$ cat src/rtl/reg_status_file_if.sv
// Bundle between the ROB/decoder side and reg_status_file.
// Carries rdy/clear, commit and rename writes, and two read ports.
interface reg_status_file_if #(
    parameter int ROB_ID_W = 3
);
    logic                rdy;
    logic                clear;
    logic                commit_en;
    logic [4:0]          commit_reg;
    logic [31:0]         commit_val;
    logic [ROB_ID_W-1:0] commit_rob_id;
    logic                dep_en;
    logic [4:0]          dep_reg;
    logic [ROB_ID_W-1:0] dep_rob_id;
    logic [4:0]          rs1;
    logic [4:0]          rs2;
    logic [31:0]         val1;
    logic                busy1;
    logic [ROB_ID_W-1:0] dep1;
    logic [31:0]         val2;
    logic                busy2;
    logic [ROB_ID_W-1:0] dep2;

    modport master (
        output rdy, clear,
        output commit_en, commit_reg, commit_val, commit_rob_id,
        output dep_en, dep_reg, dep_rob_id,
        output rs1, rs2,
        input  val1, busy1, dep1,
        input  val2, busy2, dep2
    );

    modport slave (
        input  rdy, clear,
        input  commit_en, commit_reg, commit_val, commit_rob_id,
        input  dep_en, dep_reg, dep_rob_id,
        input  rs1, rs2,
        output val1, busy1, dep1,
        output val2, busy2, dep2
    );
endinterface

$ cat src/rtl/reg_status_file.sv
// Architectural register file with per-register busy flag and ROB id.
// Ports: clk, rst (sync, active-high), bus (reg_status_file_if.slave).
module reg_status_file #(
    parameter int ROB_ID_W = 3
) (
    input  logic        clk,
    input  logic        rst,
    reg_status_file_if.slave bus
);
    logic [31:0]         r_val  [32];
    logic                r_busy [32];
    logic [ROB_ID_W-1:0] r_dep  [32];

    logic                w_commit;
    logic                w_cmatch;
    logic                w_rename;

    assign w_commit = bus.rdy && bus.commit_en &&
                      (bus.commit_reg != 5'd0);
    assign w_cmatch = w_commit && r_busy[bus.commit_reg] &&
                      (r_dep[bus.commit_reg] == bus.commit_rob_id);
    assign w_rename = bus.rdy && bus.dep_en && !bus.clear &&
                      (bus.dep_reg != 5'd0);

    // Later non-blocking writes win: rename overrides the commit's
    // busy release when both target the same register.
    always_ff @(posedge clk) begin
        if (rst) begin
            for (int i = 0; i < 32; i++) begin
                r_val[i]  <= '0;
                r_busy[i] <= 1'b0;
                r_dep[i]  <= '0;
            end
        end else if (bus.rdy) begin
            if (bus.clear) begin
                for (int i = 0; i < 32; i++) begin
                    r_busy[i] <= 1'b0;
                    r_dep[i]  <= '0;
                end
            end else if (w_cmatch) begin
                r_busy[bus.commit_reg] <= 1'b0;
                r_dep[bus.commit_reg]  <= '0;
            end
            if (w_commit) begin
                r_val[bus.commit_reg] <= bus.commit_val;
            end
            if (w_rename) begin
                r_busy[bus.dep_reg] <= 1'b1;
                r_dep[bus.dep_reg]  <= bus.dep_rob_id;
            end
        end
    end

    logic                w_byp1;
    logic                w_byp2;
    logic [31:0]         w_val1;
    logic                w_busy1;
    logic [ROB_ID_W-1:0] w_dep1;
    logic [31:0]         w_val2;
    logic                w_busy2;
    logic [ROB_ID_W-1:0] w_dep2;

    // Bypass only when the commit actually resolves the pending rename;
    // a stale commit must not hide the younger writer.
    assign w_byp1 = w_cmatch && (bus.commit_reg == bus.rs1);
    assign w_byp2 = w_cmatch && (bus.commit_reg == bus.rs2);

    always_comb begin
        w_val1  = r_val[bus.rs1];
        w_busy1 = r_busy[bus.rs1];
        w_dep1  = r_dep[bus.rs1];
        if (bus.rs1 == 5'd0) begin
            w_val1  = '0;
            w_busy1 = 1'b0;
            w_dep1  = '0;
        end else if (w_byp1) begin
            w_val1  = bus.commit_val;
            w_busy1 = 1'b0;
            w_dep1  = '0;
        end
    end

    always_comb begin
        w_val2  = r_val[bus.rs2];
        w_busy2 = r_busy[bus.rs2];
        w_dep2  = r_dep[bus.rs2];
        if (bus.rs2 == 5'd0) begin
            w_val2  = '0;
            w_busy2 = 1'b0;
            w_dep2  = '0;
        end else if (w_byp2) begin
            w_val2  = bus.commit_val;
            w_busy2 = 1'b0;
            w_dep2  = '0;
        end
    end

    assign bus.val1  = w_val1;
    assign bus.busy1 = w_busy1;
    assign bus.dep1  = w_dep1;
    assign bus.val2  = w_val2;
    assign bus.busy2 = w_busy2;
    assign bus.dep2  = w_dep2;
endmodule

$ cat src/flat_wrapper.sv
// flat-port wrapper written by rule: the top's interface ports become plain ports
module reg_status_file_flat 
#(
    parameter int ROB_ID_W = 3
)
  (clk, rst, bus_rdy, bus_clear, bus_commit_en, bus_commit_reg, bus_commit_val, bus_commit_rob_id, bus_dep_en, bus_dep_reg, bus_dep_rob_id, bus_rs1, bus_rs2, bus_val1, bus_busy1, bus_dep1, bus_val2, bus_busy2, bus_dep2);
  reg_status_file_if #(.ROB_ID_W(ROB_ID_W)) bus_i ();
  input  logic clk;
  input  logic rst;
  input wire logic [$bits(bus_i.rdy)-1:0] bus_rdy;
  input wire logic [$bits(bus_i.clear)-1:0] bus_clear;
  input wire logic [$bits(bus_i.commit_en)-1:0] bus_commit_en;
  input wire logic [$bits(bus_i.commit_reg)-1:0] bus_commit_reg;
  input wire logic [$bits(bus_i.commit_val)-1:0] bus_commit_val;
  input wire logic [$bits(bus_i.commit_rob_id)-1:0] bus_commit_rob_id;
  input wire logic [$bits(bus_i.dep_en)-1:0] bus_dep_en;
  input wire logic [$bits(bus_i.dep_reg)-1:0] bus_dep_reg;
  input wire logic [$bits(bus_i.dep_rob_id)-1:0] bus_dep_rob_id;
  input wire logic [$bits(bus_i.rs1)-1:0] bus_rs1;
  input wire logic [$bits(bus_i.rs2)-1:0] bus_rs2;
  output wire logic [$bits(bus_i.val1)-1:0] bus_val1;
  output wire logic [$bits(bus_i.busy1)-1:0] bus_busy1;
  output wire logic [$bits(bus_i.dep1)-1:0] bus_dep1;
  output wire logic [$bits(bus_i.val2)-1:0] bus_val2;
  output wire logic [$bits(bus_i.busy2)-1:0] bus_busy2;
  output wire logic [$bits(bus_i.dep2)-1:0] bus_dep2;
  assign bus_i.rdy = bus_rdy;
  assign bus_i.clear = bus_clear;
  assign bus_i.commit_en = bus_commit_en;
  assign bus_i.commit_reg = bus_commit_reg;
  assign bus_i.commit_val = bus_commit_val;
  assign bus_i.commit_rob_id = bus_commit_rob_id;
  assign bus_i.dep_en = bus_dep_en;
  assign bus_i.dep_reg = bus_dep_reg;
  assign bus_i.dep_rob_id = bus_dep_rob_id;
  assign bus_i.rs1 = bus_rs1;
  assign bus_i.rs2 = bus_rs2;
  assign bus_val1 = bus_i.val1;
  assign bus_busy1 = bus_i.busy1;
  assign bus_dep1 = bus_i.dep1;
  assign bus_val2 = bus_i.val2;
  assign bus_busy2 = bus_i.busy2;
  assign bus_dep2 = bus_i.dep2;
  reg_status_file #(.ROB_ID_W(ROB_ID_W)) u_core (.clk(clk), .rst(rst), .bus(bus_i));
endmodule
$ cat config.mk
export PLATFORM = sky130hd
export DESIGN_NAME = reg_status_file_flat
export DESIGN_NICKNAME = d
export VERILOG_FILES = /design/src/rtl/reg_status_file_if.sv /design/src/rtl/reg_status_file.sv /design/src/flat_wrapper.sv
export SDC_FILE = /design/constraint.sdc
export NUM_CORES = 2
export LEC_CHECK = 0
export BUFFER_PORTS_ARGS = -buffer_cell sky130_fd_sc_hd__buf_2
export CAP_MARGIN = 30
export CORE_ASPECT_RATIO = 0.75
export CORE_MARGIN = 5
export CORE_UTILIZATION = 55
export CTS_CLUSTER_DIAMETER = 80
export DETAILED_ROUTE_END_ITERATION = 8
export GPL_TIMING_DRIVEN = 0
export PLACE_DENSITY_LB_ADDON = 0.25
export SYNTH_ARGS = -nofsm -noshare
export SYNTH_HDL_FRONTEND = slang
export SYNTH_SLANG_ARGS = --single-unit
export TNS_END_PERCENT = 1
$ cat constraint.sdc
create_clock -name clk -period 3.9 [get_ports clk]
set_input_delay 0.39 -clock clk [delete_from_list [all_inputs] [get_ports clk]]
set_output_delay 0.39 -clock clk [all_outputs]
set_load 0.005 [all_outputs]
Word-level counts from Yosys, hierarchy flattened
Memory sizes are Yosys's and may differ from the RTL's.
Index checks and enable logic that the tools add are counted.
Storage, ports and cells
  register bits: 0
  RAM bits: 1152
  input port bits: 64
  output and inout port bits: 72
  logic and storage cells: 199
  memories: 3
Memories
  u_core.r_val: depth 32, bits a word 32, read ports 2, clocked after memory_dff 0, write ports 32, RTL line reg_status_file.sv:10  | logic [31:0] r_val [32];
  u_core.r_dep: depth 32, bits a word 3, read ports 3, clocked after memory_dff 0, write ports 32, RTL line reg_status_file.sv:12  | logic [ROB_ID_W-1:0] r_dep [32];
  u_core.r_busy: depth 32, bits a word 1, read ports 3, clocked after memory_dff 0, write ports 32, RTL line reg_status_file.sv:11  | logic r_busy [32];
Operators by class
  equality and inequality tests: 3
  muxes and demuxes: 110
  bitwise gates (word level): 64
  reductions and logical operators: 19
Operators with widths (number)
  32-bit two-way mux: 5
  3-bit two-way mux: 38
  1-bit OR: 64
  1-bit two-way mux: 62
  32-bit OR reduction: 1
  5-bit two-way mux: 5
  5-bit == test: 2
  5-bit zero test: 2
  5-bit nonzero test: 2
  1-bit logical AND: 9
  3-bit OR reduction: 2
  3-bit == test: 1
  1-bit OR reduction: 2
  1-bit zero test: 1

Logic depth before layout (Yosys ltp)
  depth in word-level cells: 11
  depth in mapped cells: 12
  mapped depth without buffers: 7

Worst setup path before layout
Ideal clock, no wire load.
  kind: input to output
  from: in bus_rs2[0]
  to: out bus_val2[10]
  data arrival time: 2.724 ns
  required time: 3.510 ns
  slack: 0.786 ns
  stages: 7
  buffers on the path: 3
  cell sequence: buf_2 > buf_2 > buf_1 > mux4_2 > mux4_2 > o211ai_1 > mux2i_1
Between the ends
  word-level cells in the longest chain between the ends: 4
  elaborated cells on any way between the ends: 6
  those cells by class: eq/ne (1); mux (2); reduce/logical (2); memory (1)
Ends and longest elaborated chain
  start: declaration: RTL line flat_wrapper.sv:20  | input wire logic [$bits(bus_i.rs2)-1:0] bus_rs2;
  parallel branches: the longest is 3 deep, another holds memory read 32 x 32 bit
  32-bit two-way mux *: RTL line reg_status_file.sv:87  | if (bus.rs2 == 5'd0) begin
  end: declaration: RTL line flat_wrapper.sv:24  | output wire logic [$bits(bus_i.val2)-1:0] bus_val2;
Mark *: on every way between the ends.

==> flow_summary.ini <==
[synth]
area_share_of_and_or_nand_nor_cells_after_synthesis_pct = 14.3
share_of_the_synthesized_area_in_compound_gates_ao_oa_aoi_oai_pct = 1.45
synthMostInstantiatedCell = sky130_fd_sc_hd__edfxtp_1
yosys.area_share.adder_pct = 0
synthXorXnorAreaFrac_pct = 0.162
largest_family_of_logic_cells_by_synthesized_area = multiplexers
number_of_synthesized_flops_with_an_enable_pin = 1120
synth_commonest_cells = 1,120 x sky130_fd_sc_hd__edfxtp_1, 1,090 x sky130_fd_sc_hd__and2_1, 720 x sky130_fd_sc_hd__mux4_2, 326 x sky130_fd_sc_hd__clkbuf_1, 136 x sky130_fd_sc_hd__mux2i_1
synthDominantAreaCellType = sky130_fd_sc_hd__edfxtp_1
synth_area_leaders = sky130_fd_sc_hd__edfxtp_1 53%, sky130_fd_sc_hd__mux4_2 25%, sky130_fd_sc_hd__and2_1 11%, sky130_fd_sc_hd__mux2i_1 2.1%, sky130_fd_sc_hd__clkbuf_1 1.9%
synthArstFlopShare_pct = 0
syn-cell-area_um2 = 63900
muxShareOfSynthArea_pct = 27.5
yosys_most_used_dff = sky130_fd_sc_hd__edfxtp_1
yosysSeqAreaShare_pct = 53.6
synth-warning-count = 0
distinct_cells_synth = 45
postSynthRegisterBits = 1152
synth_area_per_cell_um2 = 15.5
syn_inst = 4126
synth.top_cell.area_share_pct = 52.6

[power]
p_total_w = 0.0301
vdd.ir_drop.worst_v = 0.000360
p_per_area_nw_per_um2 = 411
cellLeakagePower_nw = 24.9

[final_layout]
filler_cell_count = 8284
combined_area_of_the_multi_input_logic_cells_um2 = 28400
syn2layout_area_growth_pct = 14.7
sequential_cell_area_um2 = 34300
final_non_filler_cell_total = 6197
fin_nets = 4614
layout-drive-gt1-share_pct = 29.4

[sta]
hold-worst-slack_ns = 0.0298
fin_crit_sh_pct = 104
clock-skew-final_ns = 0.0354
max_slew.worst_pin.slew_ns = 1.16
hold_viol_final = 0
report.final.slew_viol_count = 0
max-slew-margin-rel_pct = 22.7
maxClockFrequency_mhz = 247
fin_ws_ns = -0.153
post-route-min-period_ns = 4.05
grt_setup_unrepaired = true
setup_viol = 66

[routing]
drt-met1-wl_um = 84800
post_drt_wl_per_cell_um = 39.4
drtIter0Drc = 9164
wirelength_routed_um = 244000
drc_markers = 1
drt_pass1_iterations = 9
wl_met3_um = 43300
antenna_left = 0
met2_wirelength_um = 102000
route.top_layer_used = met5
vias = 45100
routed_via_count_divided_by_cell_count = 7.28

[worst_hold_path]
worstHoldPathType = in2reg
hold_depth = 2
hold_path_startpoint = bus_commit_val[11]
hold_path_end = u_core.r_val[11][11]$_SDFFCE_PN0P_

[place]
dp_hpwl_um = 178000
place.detailed.instances = 5938
buffer_ports.inserted = 124
gpl.final_weighted_congestion = 1.01

[floorplan]
io_pins = 136
fp.dieArea_um2 = 123000
initial_utilization_pct = 55.3
floorplan.rows = 108
die_width_um = 404
area_of_the_core_region_um2 = 116000
die_height_um = 305

[grt]
overflow = 0
grt_pass1_wl_um = 336000
grt_antenna_before_repair = 19
grt_start_max_net_pins = 25
grt_pass1_vias = 43800
grt_usage_pct = 39.4

[critical_path]
cp.required_ns = 3.51
start_kind = register
crit_path_max_fanout = 7
rrSetupSlack_ns = 0.22
launch_point_of_the_worst_reg_to_reg_path = u_core.r_dep[7][0]$_SDFFCE_PN0P_
worst_ep_arrival_time_ns = 3.66
worstReg2RegEnd = u_core.r_dep[27][0]$_SDFFCE_PN0P_
worstRegToRegCells = 10
critPathKind = reg2out
critPathCaptureType = primary output

[clock_network]
clk_root_buffer_cell = sky130_fd_sc_hd__clkbuf_16
clkSinkCount = 1152
cts_made_buffers = 114
cts.path.max_buffers = 3
cts_max_level = 3
worst_skew_pair.late_latency_ns = 0.75
path_clk_slew_ns = 0.06
tritoncts_clock_tree = done

[flow_run]
max-cap-violations = 0

[outcome]
violations = DRC, setup timing
status = finished with violations
-- state kept, by name, summed over array words and instances (netlist names) --
register,count
u_core.r_val,1024
u_core.r_dep,96
u_core.r_busy,32
-- critical path, cell delays in order (launching register included) --
cell                        delay (ns)
sky130_fd_sc_hd__edfxtp_1         0.51
sky130_fd_sc_hd__mux2i_2          0.31
sky130_fd_sc_hd__o22ai_4          0.15
sky130_fd_sc_hd__nor4_4           0.31
sky130_fd_sc_hd__and3_4           0.25
sky130_fd_sc_hd__nor2_4           0.07
sky130_fd_sc_hd__nor4_4           0.38
sky130_fd_sc_hd__clkbuf_16        0.32
sky130_fd_sc_hd__mux2i_2          0.42
sky130_fd_sc_hd__buf_2            0.19
-- per-layer routing --
| layer | GRT usage, % | up-vias |
|---|---|---|
| li1 | - | 16900 |
| met1 | 54.9 | 22700 |
| met2 | 55.1 | 4613 |
| met3 | 16.2 | 880 |
| met4 | 17.1 | 14 |
| met5 | 0.229 | - |
-- what timing repair did --
item                                    CTS  global route
hold buffers                             10             0
cloned                                    2             3
endpoints found under the setup margin   72            72
gates resized for setup                 139            50
setup buffers                             7             7
pin swaps                                13             9
hold endpoints to repair                 10             0
-- cell families (layout without fill, tap and decap cells) --
logic type,after synthesis,after routing
buffers and inverters,448,926
other,1,54
AO/OA/AOI/OAI,132,132
multiplexers,856,856
flip-flops,1152,1152
AND/OR/NAND/NOR,1526,1526
XOR/XNOR,11,11
-- through the flow --
stage	worst slack (ns)	utilization [%]	TNS, ns	instance area, µm²
floorplan	0.786	-	0	64000
global placement	-1.58	57.6	-894.38	66600
CTS	-0.0842	63.0	-0.687	72700
finish	-0.153	63.4	-4.32	73300
detailed placement	-1.62	59.3	-446.28	68500
global route	-0.164	63.4	-6.35	73200
-- report_power, final --
| part | switching (W) | internal, W |
|---|---|---|
| clock network | 0.00502 | 0.00602 |
| logic | 0.00247 | 0.00198 |
| registers | 0.000385 | 0.0142 |
-- layout make-up --
type / instances / share of cell area [%]
Sequential cell: 1152 / 46.8
Antenna cell: 19 / 0.0649
Buffer: 443 / 2.83
Timing Repair Buffer: 277 / 4.05
Multi-Input combinational cell: 2560 / 38.8
Inverter: 2 / 0.0102
Tap cell: 1540 / 2.63
Clock inverter: 65 / 0.748
Clock buffer: 139 / 4.14
-- cell usage in the layout, fill, tap and decap left out, drive strengths merged, types with 4 or more instances in the layout --
| master | Yosys | routed |
|---|---|---|
| nand2 | 107 | 107 |
| o22ai | 60 | 60 |
| or4b | 4 | 4 |
| diode | 0 | 19 |
| mux2i | 136 | 136 |
| clkdlybuf4s15 | 0 | 6 |
| nand4bb | 4 | 4 |
| xnor2 | 6 | 6 |
| or3b | 4 | 4 |
| edfxtp | 1120 | 1120 |
| dlygate4sd3 | 0 | 10 |
| nand2b | 64 | 64 |
| nand3 | 34 | 34 |
| nor3 | 10 | 10 |
| conb | 1 | 35 |
| clkbuf | 326 | 470 |
| or2 | 31 | 31 |
| or3 | 30 | 30 |
| buf | 120 | 372 |
| dfxtp | 32 | 32 |
| and2 | 1090 | 1090 |
| clkinv | 0 | 51 |
| nand3b | 8 | 8 |
| or4 | 8 | 8 |
| nand4 | 4 | 4 |
| bufinv | 0 | 8 |
| nand4b | 5 | 5 |
| xor2 | 5 | 5 |
| o211ai | 65 | 65 |
| inv | 2 | 5 |
| mux4 | 720 | 720 |
| nor2 | 81 | 81 |
| nor4 | 36 | 36 |
-- worst max path at each step --
| stage | start | end | slack, ns | cells past startpoint |
|---|---|---|---|---|
| global route | u_core.r_dep[23][0]$_SDFFCE_PN0P_ | bus_val2[5] | -0.16 | 10 |
| finish | u_core.r_dep[23][0]$_SDFFCE_PN0P_ | bus_val2[31] | -0.15 | 9 |
| detailed placement | bus_rs1[1] | bus_val1[0] | -1.62 | 9 |
| floorplan | bus_rs2[0] | bus_val2[10] | 0.79 | 7 |
| CTS | u_core.r_dep[28][1]$_SDFFCE_PN0P_ | bus_val1[5] | -0.08 | 11 |
| global placement | bus_rs1[1] | bus_val1[20] | -1.58 | 9 |
No activity file was read; power rests on OpenSTA's default activity.
